===== config.mk =====
export PLATFORM = sky130hd
export DESIGN_NAME = sram_arbiter
export DESIGN_NICKNAME = d
export VERILOG_FILES = /design/src/rtl/sram_arbiter.sv
export SDC_FILE = /design/constraint.sdc
export NUM_CORES = 1
export LEC_CHECK = 0
export CAP_MARGIN = 10
export CORE_ASPECT_RATIO = 1.75
export CORE_MARGIN = 3
export CORE_UTILIZATION = 35
export DETAILED_ROUTE_END_ITERATION = 7
export PLACE_DENSITY = 0.73
export SLEW_MARGIN = 15
export SYNTH_ARGS = -nofsm -noshare
export SYNTH_HDL_FRONTEND = slang
export SYNTH_SLANG_ARGS = --single-unit

===== constraint.sdc =====
create_clock -name clk -period 3.7 [get_ports clk]
set_input_delay 0.74 -clock clk [delete_from_list [all_inputs] [get_ports clk]]
set_output_delay 0.74 -clock clk [all_outputs]
set_load 0.02 [all_outputs]

===== src/rtl/sram_arbiter.sv =====
// sram_arbiter
// Two-requester controller for an external asynchronous SRAM (256K x 16).
// Requesters 0 and 1 present read/write commands. A round-robin arbiter in
// IDLE picks one command, which then drives the SRAM strobes for WAIT_CYCLES
// cycles (ACCESS), spends one cycle with the strobes released (DONE), and
// returns to IDLE. Every SRAM output and every response is a flop.
//
// Ports
//   clk, rst                 clock, asynchronous active-high reset
//   reqN_valid/ready         command handshake, requester N (N = 0, 1)
//   reqN_we/be/addr/wdata    command: write flag, byte enables, address, data
//   respN_valid/rdata        one-cycle completion pulse and read data
//   ram_adr                  SRAM word address
//   ram_dat_out/ram_dat_oe   write data and tristate enable for the chip top
//   ram_dat_in               data coming back from the SRAM pins
//   ram_cs_n/oe_n/we_n       active-low chip select, output and write enables
//   ram_lb_n/ub_n            active-low lower/upper byte-lane strobes
//   dbg_state                current FSM state (IDLE=0, ACCESS=1, DONE=2)
//
// Handshake: a command transfers on a rising edge where reqN_valid and
// reqN_ready are both high. ready is only ever high in IDLE, and only for the
// requester that wins arbitration, so at most one command transfers per
// edge. A requester holds valid and its command stable until ready; dropping
// valid before ready withdraws the command, which is then never serviced.
module sram_arbiter #(
    parameter int ADDR_W      = 18,
    parameter int DATA_W      = 16,
    parameter int WAIT_CYCLES = 2
) (
    input  logic              clk,
    input  logic              rst,
    input  logic              req0_valid,
    output logic              req0_ready,
    input  logic              req0_we,
    input  logic [1:0]        req0_be,
    input  logic [ADDR_W-1:0] req0_addr,
    input  logic [DATA_W-1:0] req0_wdata,
    output logic              resp0_valid,
    output logic [DATA_W-1:0] resp0_rdata,
    input  logic              req1_valid,
    output logic              req1_ready,
    input  logic              req1_we,
    input  logic [1:0]        req1_be,
    input  logic [ADDR_W-1:0] req1_addr,
    input  logic [DATA_W-1:0] req1_wdata,
    output logic              resp1_valid,
    output logic [DATA_W-1:0] resp1_rdata,
    output logic [ADDR_W-1:0] ram_adr,
    output logic [DATA_W-1:0] ram_dat_out,
    output logic              ram_dat_oe,
    input  logic [DATA_W-1:0] ram_dat_in,
    output logic              ram_cs_n,
    output logic              ram_oe_n,
    output logic              ram_we_n,
    output logic              ram_lb_n,
    output logic              ram_ub_n,
    output logic [1:0]        dbg_state
);

    typedef enum logic [1:0] {
        IDLE   = 2'd0,
        ACCESS = 2'd1,
        DONE   = 2'd2
    } state_t;

    // The counter is loaded with WAIT_CYCLES-1 so that ACCESS lasts exactly
    // WAIT_CYCLES cycles (legal WAIT_CYCLES is 1..15).
    localparam logic [3:0] CNT_LOAD = 4'(WAIT_CYCLES - 1);

    state_t      state;
    logic [3:0]  wait_cnt;
    logic        last_grant;   // id granted most recently; ties go to the other one
    logic        cur_id;       // id of the command in flight
    logic        cur_we;       // in-flight command is a write

    logic              any_valid;
    logic              grant_id;
    logic              sel_we;
    logic [1:0]        sel_be;
    logic [ADDR_W-1:0] sel_addr;
    logic [DATA_W-1:0] sel_wdata;

    // Sole valid requester wins; on a tie the one not granted last time wins.
    assign any_valid = req0_valid | req1_valid;
    assign grant_id  = (req0_valid & req1_valid) ? ~last_grant : req1_valid;

    assign req0_ready = (state == IDLE) & any_valid & ~grant_id;
    assign req1_ready = (state == IDLE) & any_valid &  grant_id;

    assign sel_we    = grant_id ? req1_we    : req0_we;
    assign sel_be    = grant_id ? req1_be    : req0_be;
    assign sel_addr  = grant_id ? req1_addr  : req0_addr;
    assign sel_wdata = grant_id ? req1_wdata : req0_wdata;

    assign dbg_state = state;

    always_ff @(posedge clk or posedge rst) begin
        if (rst) begin
            state       <= IDLE;
            wait_cnt    <= '0;
            last_grant  <= 1'b1;
            cur_id      <= 1'b0;
            cur_we      <= 1'b0;
            ram_adr     <= '0;
            ram_dat_out <= '0;
            ram_dat_oe  <= 1'b0;
            ram_cs_n    <= 1'b1;
            ram_oe_n    <= 1'b1;
            ram_we_n    <= 1'b1;
            ram_lb_n    <= 1'b1;
            ram_ub_n    <= 1'b1;
            resp0_valid <= 1'b0;
            resp1_valid <= 1'b0;
            resp0_rdata <= '0;
            resp1_rdata <= '0;
        end else begin
            case (state)
                IDLE: begin
                    if (any_valid) begin
                        cur_id     <= grant_id;
                        last_grant <= grant_id;
                        cur_we     <= sel_we;
                        wait_cnt   <= CNT_LOAD;
                        ram_adr    <= sel_addr;
                        ram_cs_n   <= 1'b0;
                        if (sel_we) begin
                            ram_we_n    <= 1'b0;
                            ram_oe_n    <= 1'b1;
                            ram_lb_n    <= ~sel_be[0];
                            ram_ub_n    <= ~sel_be[1];
                            ram_dat_oe  <= 1'b1;
                            ram_dat_out <= sel_wdata;
                        end else begin
                            // Reads always fetch both lanes; be is ignored.
                            ram_we_n   <= 1'b1;
                            ram_oe_n   <= 1'b0;
                            ram_lb_n   <= 1'b0;
                            ram_ub_n   <= 1'b0;
                            ram_dat_oe <= 1'b0;
                        end
                        state <= ACCESS;
                    end
                end

                ACCESS: begin
                    if (wait_cnt == 4'd0) begin
                        // Strobes release here; for writes the address, data
                        // and data enable stay put through DONE as hold time.
                        ram_cs_n <= 1'b1;
                        ram_oe_n <= 1'b1;
                        ram_we_n <= 1'b1;
                        ram_lb_n <= 1'b1;
                        ram_ub_n <= 1'b1;
                        if (!cur_we) begin
                            // oe_n is still low at this edge, so the pins
                            // carry valid read data.
                            if (cur_id) resp1_rdata <= ram_dat_in;
                            else        resp0_rdata <= ram_dat_in;
                        end
                        if (cur_id) resp1_valid <= 1'b1;
                        else        resp0_valid <= 1'b1;
                        state <= DONE;
                    end else begin
                        wait_cnt <= wait_cnt - 4'd1;
                    end
                end

                DONE: begin
                    resp0_valid <= 1'b0;
                    resp1_valid <= 1'b0;
                    ram_dat_oe  <= 1'b0;
                    state       <= IDLE;
                end

                default: state <= IDLE;
            endcase
        end
    end

endmodule


==> results.cfg <==
[timing]
min_period_over_period_pct = 90.5
worst_pin_slew_ns = 0.609
grt_setup_unrepaired = false
hold_viol = 0
setup_viol = 0
finalHoldWorstSlack_ns = 0.471
skew_ns = 0.00418
slew_headroom_pct = 59.3
post-route-min-period_ns = 3.35
final-max-slew-violation-count = 0
accumulated_negative_setup_slack_ns = 0
achievable-frequency_mhz = 299

[die]
area_enclosed_by_the_die_boundary_mm2 = 0.0117
rows = 48
dieHeight_um = 141
dieWidth_um = 82.9
number_of_i_o_pins = 172
fp.coreArea_mm2 = 0.00997
initial_core_util_pct = 36.4

[worst_setup_path]
worst_path_max_delay_cell = clkdlybuf4s50_1
cell_by_cell_listing_of_the_critical_path = clkdlybuf4s50_1 -> a21boi_2 -> and2_1 -> clkdlybuf4s50_1
timing.critical_path.to_type = output pin
critical_path_buf_inv_count = 2
cp_data_arrival_time_ns = 2.61
cp_data_required_time_ns = 2.96
critical_path.most_common_cell = clkdlybuf4s50_1
critPathMaxFanout = 10
max_stage_delay_ns = 0.69
crit_type = input pin to output pin
crit_path_leading_delay_family = buffers and inverters
timing.critical_path.from_type = input pin
register_to_register_setup_slack_ns = 1.44

[logic_synthesis]
synth.ff_latch_count = 83
netlist_top_cells_count = 77 x dfrtp_1, 65 x mux2_2, 25 x inv_1, 18 x a222oi_1
syn-cell-area_mm2 = 0.00362
synth_warnings = 0
post-synth-top-area-fraction_pct = 53.2
async_reset_ff_share_pct = 100
postSynthAreaPerCell_um2 = 13.3
synthMostInstantiatedCell = dfrtp_1
syn-instance-count = 272
ys.flop_type = dfrtp_1
synth.distinct_cells = 36
synth_sequential_area_ratio_pct = 57.5
synth_enable_flop_cells = 0
yosysTopAreaCell = dfrtp_1
synth_nets = 372
top_area_cells_in_the_synthesized_netlist = dfrtp_1 53%, mux2_2 20%, a222oi_1 5.0%

[job]
maxCapViolations = 0

[placed_design]
gp_congestion = 0.756
dpl.hpwl_um = 7740
port_buffers = 171

[layout]
area_delta_synth_final_pct = 59.8
num-nets-final = 548
drive_gt1_share_pct = 21.6
antenna_cells_inserted = 0

[route]
ant_nets = 0
drc_errors = 0
vias_per_cell = 5.05
via_count = 2920
initial_drc_count = 172
route.final.wire_length_um = 10100
routed_wirelength_normalized_by_instance_count_um = 17.4
detailedRoute.firstPassIterationCount = 6

[clock_tree]
skew_pair_late_insertion_delay_ns = 0.32
clockBufferDepth = 2
postCtsSetupRepairBufs = 0
cts-buffers-inserted = 9
cts_resized = 0
cts_hold_repair.buffers = 0
cts_tree = done
worst_setup_hold_path_clk_slew_ns = 0.05
htree_levels = 3
clkSinkCount = 83
root_buffer = clkbuf_16

[power]
max-vdd-ir-drop_uv = 475
cell_pwr_density_mw_per_mm2 = 866
leakage_nw = 2.46

[global_routing]
grt_pass1_wl_um = 16000
grt_start_max_net_pins = 51
grt_remaining_overflow = 0
number_of_antenna_violations_at_the_first_check_in_global_routing = 0
grt.total_usage_pct = 17.4
number_of_global_route_vias_before_repair = 3091

[outcome]
status = finished clean

[worst_hold_path]
hold_path_class = register to register
where the power goes:
part	total [mW]	internal (mW)	leakage, nW	switching [mW]
clock	0.868	0.541	0.141	0.327
combinational	2.52	1.28	1.33	1.24
sequential	1.62	1.37	0.986	0.250
total	5.01	3.19	2.46	1.82
layer usage:
layer	up-vias	share of wire (%)	global-route usage [%]
met4	0	3.3	8.01
met3	22	4.3	3.86
met1	1447	34	17.5
met5	-	0	0
li1	1349	-	-
met2	102	59	33.2
metrics by stage:
stage / instances / utilization, % / setup slack [ns] / instance area, um2 / total power, mW
after detailed placement: 562 / 55.2 / 0.377 / 5500 / 4.19
final: 578 / 58.1 / 0.353 / 5790 / 5.01
after global placement: 562 / 55.2 / 0.382 / 5500 / 4.11
after floorplan: 272 / - / 0.833 / 3620 / 2.97
after global routing: 578 / 58.1 / 0.283 / 5790 / 5.30
after CTS: 578 / 58.1 / 0.366 / 5790 / 5.08
state kept, by name, summed over array words and instances (netlist names):
register,flops
ram_lb_n,1
ram_ub_n,1
resp1_valid,1
ram_oe_n,1
wait_cnt,4
ram_adr,18
cur_we,1
ram_cs_n,1
ram_dat_out,16
cur_id,1
dbg_state,2
resp1_rdata,16
ram_dat_oe,1
resp0_valid,1
last_grant,1
resp0_rdata,16
ram_we_n,1
path summary, 6_finish.rpt:
path,from,to,cells past startpoint
hold reg to reg,ram_cs_n,ram_cs_n,2
setup reg to reg,dbg_state[1],resp0_rdata[8],6
min in group asynchronous,rst,ram_dat_out[3],2
hold / removal,ram_cs_n,ram_cs_n,2
setup / recovery,req1_valid,req1_ready,4
max in group asynchronous,rst,last_grant,3
layout make-up:
type	instances	area [um2]
timing repair buffer	178	1780
fill	893	4180
sequential	83	2080
clock buffer	14	254
clock inverter	2	35.0
tap	125	156
multi-input combinational	151	1390
inverter	25	95.1
logic make-up (layout without fill, tap and decap cells):
kind of cell             after synthesis  after routing  synth area share [%]
AO/OA/AOI/OAI                         51             51                  11.1
flip-flops                            83             83                  57.5
adder cells (fa/ha/maj)                6              6                  2.07
multiplexers                          65             65                  20.2
buffers and inverters                 38            219                  4.38
AND/OR/NAND/NOR                       29             29                  4.76
layout by cell type, fill, tap and decap left out, drive strengths merged:
| master | Yosys | final |
|---|---|---|
| inv | 25 | 24 |
| a21o | 1 | 1 |
| o41ai | 2 | 2 |
| o31ai | 2 | 2 |
| o21ai | 10 | 10 |
| buf | 8 | 7 |
| clkdlybuf4s50 | 0 | 171 |
| nand2 | 9 | 9 |
| o22a | 1 | 1 |
| clkbuf | 5 | 14 |
| mux2 | 65 | 65 |
| and2 | 1 | 1 |
| a22o | 2 | 2 |
| nor4 | 2 | 2 |
| ha | 6 | 6 |
| o221ai | 2 | 2 |
| or3b | 1 | 1 |
| nand2b | 3 | 3 |
| nand4b | 1 | 1 |
| nand3 | 1 | 1 |
| o21a | 2 | 2 |
| or3 | 1 | 1 |
| a21oi | 5 | 5 |
| nor3b | 2 | 2 |
| a222oi | 18 | 18 |
| clkinv | 0 | 2 |
| bufinv | 0 | 1 |
| o32a | 1 | 1 |
| nor2 | 7 | 7 |
| dfrtp | 77 | 77 |
| a21bo | 1 | 1 |
| a211oi | 1 | 1 |
| a31oi | 2 | 2 |
| dfstp | 6 | 6 |
| a21boi | 1 | 1 |
| or2 | 1 | 1 |
tightest hold or removal path, cell delays in order (launching register included):
cell and delay, ns:
dfstp_2 0.37, nand2_1 0.05, nand2_1 0.04
Power figures use the tool's default switching activity.
